<file path="config.mk">
export PLATFORM = sky130hd
export DESIGN_NAME = fetch_queue
export DESIGN_NICKNAME = d
export VERILOG_FILES = /design/src/rtl/fetch_queue.sv
export SDC_FILE = /design/constraint.sdc
export NUM_CORES = 1
export LEC_CHECK = 0
export ABC_AREA = 1
export CAP_MARGIN = 20
export CORE_MARGIN = 2
export CORE_UTILIZATION = 50
export DETAILED_ROUTE_END_ITERATION = 6
export GPL_TIMING_DRIVEN = 0
export HOLD_SLACK_MARGIN = 0.12
export PLACE_DENSITY = 0.72
export RECOVER_POWER = 25
export REMOVE_ABC_BUFFERS = 1
export SYNTH_ARGS = -nofsm -noshare
export SYNTH_HDL_FRONTEND = slang
export SYNTH_SLANG_ARGS = --single-unit
</file>
<file path="constraint.sdc">
create_clock -name clk -period 17.03 [get_ports clk]
set_input_delay 3.406 -clock clk [delete_from_list [all_inputs] [get_ports clk]]
set_output_delay 3.406 -clock clk [all_outputs]
set_load 0.005 [all_outputs]
</file>
<file path="src/rtl/fetch_queue.sv">
// Instruction fetch front end: issues word-aligned fetches to instruction memory and
// buffers {pc, instr} pairs in a small circular queue in front of decode.
module fetch_queue #(
  parameter int unsigned DEPTH    = 4,
  parameter logic [31:0] RESET_PC = 32'h0000_0000
) (
  input  logic        clk,
  input  logic        reset,
  output logic        imem_req,
  output logic [31:0] imem_addr,
  input  logic        imem_ack,
  input  logic [31:0] imem_rdata,
  input  logic        redirect,
  input  logic [31:0] redirect_pc,
  input  logic        dec_ready,
  output logic        instr_valid,
  output logic [31:0] instr_out,
  output logic [31:0] pc_out,
  output logic [3:0]  fifo_count
);

  localparam int unsigned AW      = $clog2(DEPTH);
  localparam logic [3:0]  DEPTH_C = 4'(DEPTH);

  localparam logic [0:0] ST_FETCH   = 1'b0;
  localparam logic [0:0] ST_DISCARD = 1'b1;

  logic [0:0]    state_q, state_d;
  logic [31:0]   pc_q, pc_d;
  logic [31:0]   stale_addr_q, stale_addr_d;
  logic          pending_q, pending_d;
  logic [AW-1:0] head_q, head_d;
  logic [AW-1:0] tail_q, tail_d;
  logic [3:0]    count_q, count_d;
  logic [31:0]   pc_mem_q [DEPTH];
  logic [31:0]   pc_mem_d [DEPTH];
  logic [31:0]   instr_mem_q [DEPTH];
  logic [31:0]   instr_mem_d [DEPTH];

  logic req_int;
  logic push;
  logic pop;
  logic unused_redirect_low;

  assign unused_redirect_low = ^redirect_pc[1:0];

  // An issued-but-unacked request keeps imem_req high even across a redirect.
  always_comb begin
    req_int = 1'b1;
    if (state_q == ST_FETCH) begin
      req_int = pending_q | ((count_q < DEPTH_C) & ~redirect);
    end
  end

  assign imem_req    = req_int & ~reset;
  assign imem_addr   = (state_q == ST_DISCARD) ? stale_addr_q : pc_q;
  assign push        = (state_q == ST_FETCH) & req_int & imem_ack & ~redirect;
  assign pop         = (count_q != 4'd0) & dec_ready & ~redirect;
  assign instr_valid = (count_q != 4'd0);
  assign instr_out   = instr_valid ? instr_mem_q[head_q] : 32'h0;
  assign pc_out      = instr_valid ? pc_mem_q[head_q] : 32'h0;
  assign fifo_count  = count_q;

  always_comb begin
    state_d      = state_q;
    pc_d         = pc_q;
    stale_addr_d = stale_addr_q;
    head_d       = head_q;
    tail_d       = tail_q;
    count_d      = count_q;
    pc_mem_d     = pc_mem_q;
    instr_mem_d  = instr_mem_q;

    if (redirect) begin
      count_d = 4'd0;
      head_d  = '0;
      tail_d  = '0;
      pc_d    = {redirect_pc[31:2], 2'b00};
      // A request still in flight must be waited out before the new target is fetched.
      if ((state_q == ST_FETCH) && pending_q && !imem_ack) begin
        state_d      = ST_DISCARD;
        stale_addr_d = pc_q;
      end else if ((state_q == ST_DISCARD) && imem_ack) begin
        state_d = ST_FETCH;
      end
    end else begin
      if ((state_q == ST_DISCARD) && imem_ack) begin
        state_d = ST_FETCH;
      end
      if (push) begin
        pc_mem_d[tail_q]    = pc_q;
        instr_mem_d[tail_q] = imem_rdata;
        tail_d              = tail_q + 1'b1;
        pc_d                = pc_q + 32'd4;
      end
      if (pop) begin
        head_d = head_q + 1'b1;
      end
      count_d = count_q + 4'(push) - 4'(pop);
    end

    pending_d = (state_d == ST_FETCH) & req_int & ~imem_ack & ~redirect;
  end

  always_ff @(posedge clk or posedge reset) begin
    if (reset) begin
      state_q      <= ST_FETCH;
      pc_q         <= RESET_PC;
      stale_addr_q <= 32'h0;
      pending_q    <= 1'b0;
      head_q       <= '0;
      tail_q       <= '0;
      count_q      <= 4'd0;
      for (int i = 0; i < int'(DEPTH); i++) begin
        pc_mem_q[i]    <= 32'h0;
        instr_mem_q[i] <= 32'h0;
      end
    end else begin
      state_q      <= state_d;
      pc_q         <= pc_d;
      stale_addr_q <= stale_addr_d;
      pending_q    <= pending_d;
      head_q       <= head_d;
      tail_q       <= tail_d;
      count_q      <= count_d;
      pc_mem_q     <= pc_mem_d;
      instr_mem_q  <= instr_mem_d;
    end
  end

endmodule

</file>
==> run summary, run 1 <==
run status - complete, but fails checks
failing checks - DRC, capacitance limit, slew limit
Cells after Synth - 1962
RSZ-0062 raised after global routing - no
synth warn - 0
CTS H-tree depth - 2
switching part of the total power - 33.6%
P_sw - 995 uW
TritonRoute pass-1 iters - 7
first-pass GRT wire length - 67200 um
Max Slew Vio Count - 119
number of global-route vias before repair - 13100
postcts setup bufs - 0
GP Congestion - 0.880
Post-synth top flop - dfrtp_1
fin crit share - 58.4%
max-cap viol count - 2
nets - 2134
CTS resizes - 0
worst hold path class - reg -> reg
Post-Synth Adder-Cell Area - 0.947%
average wire per cell in the routed design - 16.7 um
Cell Rows - 64
CTS max path bufs - 3
Synth top cells by count - nand2_1 (490), o21ai_0 (361), dfrtp_1 (318)
vias after detailed routing - 13500
Antenna Nets Post-Route - 0
hold_buf cts - 0
CP Data Arrival Time - 6.55 ns
Die Wd - 179 um
Worst slew margin - -192%
I/O pins - 171
fin crit period - 9.95 ns
clk slew on worst S/H paths - 0.05 ns
routed wire length - 41300 um
Logic pwr share - 35.4%
final setup fails - 0
TritonCTS Buffers - 36
crit path capture type - primary output
CTS sink count - 318
crit start category - primary input
Mean Syn Cell Area - 7.81 um2
CP peak stage delay - 1.11 ns
compound-gate portion of the synthesized area - 21.1%
Achievable Freq - 100 MHz
Via-to-Cell Ratio - 5.44
setup TNS - 0 ns
crit-path max FO - 102
Synth area leaders - dfrtp_1 (52%), nand2_1 (12%), o21ai_0 (12%)
Worst path top cell family by delay - buffers and inverters
largest family of logic cells by synthesized area - compound AO/OA/AOI/OAI gates
Post-Route Utilization - 61.1%
die footprint - 32100 um2
top cell type's share of synthesized area - 51.9%
post-synthesis simple-gate area fraction - 17.0%
share of cells above drive strength 1 - 4.19%
Buf/Inv on CP - 5
sequential area share after synthesis - 51.9%
HPWL Detailed - 26400 um
pwr dens - 159 nW/um2
Crit Path Class - in -> out
post-synthesis xor/xnor area fraction - 0.571%
initial antenna violation count - 0
asr flop ratio synth - 100%
CTS tree - built
Yosys cell types - 30
largest net degree at the start of global routing - 109
placed cells - 2412
final hold vios - 0
initial drt markers - 1044
die height - 179 um
actual slew at the worst max-slew pin - 4.38 ns
core box area - 30400 um2
Pint - 1970 uW
root buffer cell - clkbuf_16
I/O Buffers - 164
gr ovfl total - 0
synthesis-to-finish area growth - 21.3%
Post-synth EDFFs - 0
sequential power share - 39.0%
synthesis-stage register bit count - 318
CP Cell Sequence - dlygate4sd3_1 > clkinvlp_2 > buf_16 > o21ai_0 > inv_1 > clkdlybuf4s50_1
Lkg Pwr - 0.00842 uW
Total GRT Usage - 26.3%
IR drop worst, VDD - 0.0000813 V
mux contribution to synthesized area - 0%
number of cells in the finished layout apart from fillers - 2473
antenna cell count - 0
initial cell density of the core - 50.4%
clk_lat worst skew - 0.51 ns
Clock power frac - 25.6%
count leader, synth - nand2_1
Mapped Area - 15300 um2
area leader, netlist - dfrtp_1
slowest CP cell - clkinvlp_2
number of remaining DRC errors - 4
clk_skew - 0.0123 ns
WP data required - 13.62 ns
-- power groups by stage --
stage | registers [uW] | logic [uW] | clock network [uW]
floorplan | 1140 | 518 | 0
global placement | 1190 | 954 | 0
detailed placement | 1170 | 1050 | 0
CTS | 1150 | 1060 | 773
global route | 1190 | 1180 | 804
finish | 1160 | 1050 | 760
-- logic make-up after synthesis --
group	after synthesis
AO/OA/AOI/OAI	628
flip-flops	318
adder cells (fa/ha/maj)	11
AND/OR/NAND/NOR	668
other	1
buffers and inverters	326
XOR/XNOR	10
-- layout make-up --
class | count | area, um2
Clock inverter | 6 | 80.1
Inverter | 189 | 712
Fill cell | 2683 | 11800
Multi-Input combinational cell | 1321 | 6120
Tap cell | 396 | 495
Clock buffer | 55 | 1060
Sequential cell | 318 | 7970
Timing Repair Buffer | 188 | 2160
-- through the flow --
stage | cell area, um2 | setup slack, ns | hold slack, ns | power [uW]
floorplan | 14800 | 2.83 | 0.453 | 1660
global placement | 16900 | -1.48 | 0.467 | 2140
detailed placement | 17500 | 8.14 | 0.473 | 2210
CTS | 18600 | 8.15 | 0.488 | 2990
global route | 18600 | 6.66 | 0.503 | 3170
finish | 18600 | 7.08 | 0.486 | 2970
-- state kept, by name, summed over array words and instances (netlist names) --
name          cells
pending_q         1
pc_mem_q        120
state_q           1
fifo_count        4
instr_mem_q     128
pc_q             30
tail_q            2
stale_addr_q     30
head_q            2
-- path summary, 6_finish.rpt --
| path | cells after the start | end | slack [ns] | startpoint |
|---|---|---|---|---|
| hold reg to reg | 2 | stale_addr_q[31] | 0.49 | stale_addr_q[31] |
| min in group asynchronous | 2 | instr_mem_q[125] | 3.69 | reset |
| max in group asynchronous | 4 | instr_mem_q[11] | 8.12 | reset |
| hold / removal | 2 | stale_addr_q[31] | 0.49 | stale_addr_q[31] |
| setup / recovery | 6 | imem_req | 7.08 | reset |
| setup reg to reg | 7 | pc_mem_q[94] | 13.77 | state_q |
-- worst reg2reg max path, stage by stage, from the launching register on --
cell and delay, ns:
dfrtp_2 0.58, buf_12 0.26, inv_1 0.18, nand4_4 0.53, buf_12 0.42, nor2_4 0.71
buf_12 0.31, o21ai_0 0.14
-- placed cells by master (no fill, tap or decap), types with 2 or more instances in the layout --
cell and count:
ha_1 10, buf_8 2, o21ai_1 6, bufinv_16 2, dfrtp_1 315, clkbuf_8 7, dfrtp_4 2, a21oi_1 227
clkinv_2 5, clkbuf_1 13, nand2_1 490, nor2_4 4, o211ai_1 31, conb_1 4, o21ai_0 361, xnor2_1 3
nor2_1 124, clkbuf_16 37, nand3_1 42, buf_16 10, nor3_1 3, buf_12 11, inv_1 186, clkdlybuf4s50_1 162
xor2_1 7
-- routing by layer --
metal  vias up  GRT usage [%]  share of wire (%)
li1       6542              -                  -
met1      6397           35.3                 44
met4         0           9.27                3.0
met2       444           44.2                 47
met3        82           3.07                6.1
met5         -              0                  0
Power figures use the tool's default switching activity.
==> inputs of run 2 (changes only) <==
PLACE_DENSITY = 0.75   (was 0.72)
clock period = 8.2 ns   (was 17.03 ns; I/O delays follow)
==> run 2 against run 1 <==
Against the previous run:
- the run ends with capacitance limit, slew limit left
- global-route usage hardly changed
- combinational power is 110% higher
- critical path depth is 1 lower
==> run summary, run 2 (synthesized netlist as in run 1, its figures left out) <==
flop-to-flop setup slack - 5.01 ns (-8.76 ns)
I/O pins - 171 (unchanged)
fill count - 2651 (-1.2%)
Max Slew Vio Count - 36 (-70%)
Total GRT Usage - 26.3% (about the same)
CTS tree - built
Hold Startpoint - stale_addr_q[17]
crit path from - redirect
Cell Rows - 64 (unchanged)
root buffer cell - clkbuf_16
postcts setup bufs - 0 (unchanged)
crit start category - primary input
fin crit share - 68.5%
gr ovfl total - 0 (unchanged)
actual slew at the worst max-slew pin - 1.94 ns (-2.44 ns)
CP Cell Sequence - clkbuf_1 > o21bai_4 > o21ai_0 > inv_1 > clkdlybuf4s50_1
number of cells on the critical path - 5 (-1)
hold_buf cts - 0 (unchanged)
Die Wd - 179 um (unchanged)
I/O Buffers - 164 (unchanged)
nets - 2132 (-0.094%)
share of cells above drive strength 1 - 4.23% (+0.044 points)
Lkg Pwr - 0.00841 uW (about the same)
CTS resizes - 0 (unchanged)
antenna cell count - 0 (unchanged)
worst reg2reg path startpoint - state_q
GP Congestion - 0.876 (-0.39%)
CTS sink count - 318 (unchanged)
average wire per cell in the routed design - 16.7 um (+0.18%)
Largest regs - instr_mem_q (128), pc_mem_q (120)
RSZ-0062 raised after global routing - no
Place WS - 2.55 ns (-5.59 ns)
clk slew on worst S/H paths - 0.06 ns (about the same)
CTS max path bufs - 3 (unchanged)
most frequent cells in the layout - nand2_1 (490), o21ai_0 (361), dfrtp_1 (315), a21oi_1 (227), inv_1 (186)
Worst setup endpoint - imem_req
most common cell after layout, fill and taps aside - nand2_1
Crit Path Class - in -> out
vias after detailed routing - 13600 (+0.94%)
synthesis-to-finish area growth - 21.2%
Pwr Total - 6150 uW (+110%)
initial cell density of the core - 50.4% (unchanged)
failing checks - capacitance limit, slew limit
worst setup margin - 2.58 ns (-4.50 ns)
crit path capture type - primary output
Worst path top cell family by delay - buffers and inverters
max-cap viol count - 1 (-1)
first-pass GRT wire length - 67200 um (+0.12%)
IR drop worst, VDD - 0.000176 V (+120%)
HPWL Detailed - 26600 um (+0.45%)
final setup fails - 0 (unchanged)
crit-path max FO - 35 (-66%)
fin crit period - 5.62 ns
number of remaining DRC errors - 0 (-4)
Achievable Freq - 178 MHz
setup TNS - 0 ns (unchanged)
clk_lat worst skew - 0.52 ns (about the same)
routed wire length - 41400 um (+0.26%)
worst hold path class - reg -> reg
max reg flops - 128 (unchanged)
Worst slew margin - -29.4% (+160 points)
clk_skew - 0.0198 ns (+0.00755 ns)
CP peak stage delay - 1.36 ns (+0.25 ns)
Largest Register - instr_mem_q
slowest CP cell - clkbuf_1
Crit Reg-Reg Endpoint - pc_mem_q[27]
TritonCTS Buffers - 36 (unchanged)
run status - complete, but fails checks
final hold vios - 0 (unchanged)
Buf/Inv on CP - 3 (-2)
number of global-route vias before repair - 13100 (+0.34%)
WP data required - 6.56 ns (-7.06 ns)
CP Data Arrival Time - 3.98 ns (-2.57 ns)
core box area - 30400 um2 (unchanged)
Hold Slack - 0.484 ns (-0.00164 ns)
Via-to-Cell Ratio - 5.49 (+0.85%)
initial drt markers - 1183 (+13%)
worst r2r path cells - 8 (+1)
CTS H-tree depth - 2 (unchanged)
die height - 179 um (unchanged)
die footprint - 32100 um2 (unchanged)
pwr dens - 331 nW/um2 (+110%)
TritonRoute pass-1 iters - 6 (-1)
Antenna Nets Post-Route - 0 (unchanged)
initial antenna violation count - 0 (unchanged)
largest net degree at the start of global routing - 134 (+23%)
run 2: cell count changes in the layout (fill, tap and decap cells not counted):
cell | previous run | this run
clkbuf_8 | 7 | 6
inv_8 | 0 | 1
buf_12 | 11 | 10
inv_6 | 0 | 2
clkinv_4 | 0 | 2
bufinv_16 | 2 | 1
clkinvlp_2 | 1 | 0
clkbuf_1 | 13 | 14
run 2: metal layers:
layer | vias up | routed length, um | part of all wire [%] | global-route usage, %
li1 | 6548 | - | - | -
met1 | 6471 | 17800 | 43 | 35.4
met2 | 486 | 19600 | 47 | 44.2
met3 | 86 | 2810 | 6.8 | 3.54
met4 | 0 | 1130 | 2.7 | 8.57
met5 | - | 0 | 0 | 0
run 2: metrics by stage:
stage / utilization [%] / instance area [um2] / cells
5_1_grt: 61.1 / 18600 / 2475
3_3_place_gp: 55.5 / 16900 / 2388
3_5_place_dp: 57.3 / 17400 / 2410
6_report: 61.1 / 18600 / 2475
2_1_floorplan: - / 14800 / 1828
4_1_cts: 61.1 / 18600 / 2475
run 2: worst reg2reg max path, delay by kind of cell, from the launching register on:
family	cells	cell delay, ns
AO/OA/AOI/OAI	1	0.14
buffers and inverters	5	1.33
flip-flops	1	0.60
AND/OR/NAND/NOR	2	0.97
run 2: worst min path at each step:
| stage | to | slack [ns] | cells after the start |
|---|---|---|---|
| after floorplan | stale_addr_q[10] | 0.45 | 2 |
| after CTS | stale_addr_q[16] | 0.49 | 2 |
| after global routing | stale_addr_q[3] | 0.51 | 2 |
| final | stale_addr_q[17] | 0.48 | 2 |
| after detailed placement | stale_addr_q[26] | 0.48 | 2 |
| after global placement | stale_addr_q[4] | 0.47 | 2 |
run 2: where the power goes:
group | switching [uW] | internal [uW] | total [uW] | leakage [uW]
clock network | 640 | 922 | 1560 | 0.000562
logic | 1150 | 1040 | 2180 | 0.00413
registers | 299 | 2100 | 2400 | 0.00373
run 2: final cells by class:
type | instances | area [um2] | share of cell area [%]
Timing Repair Buffer | 186 | 2140 | 11.5
Inverter | 189 | 718 | 3.86
Sequential cell | 318 | 7970 | 42.9
Tap cell | 396 | 495 | 2.67
Multi-Input combinational cell | 1321 | 6120 | 32.9
Clock buffer | 56 | 1060 | 5.69
Clock inverter | 9 | 85.1 | 0.458
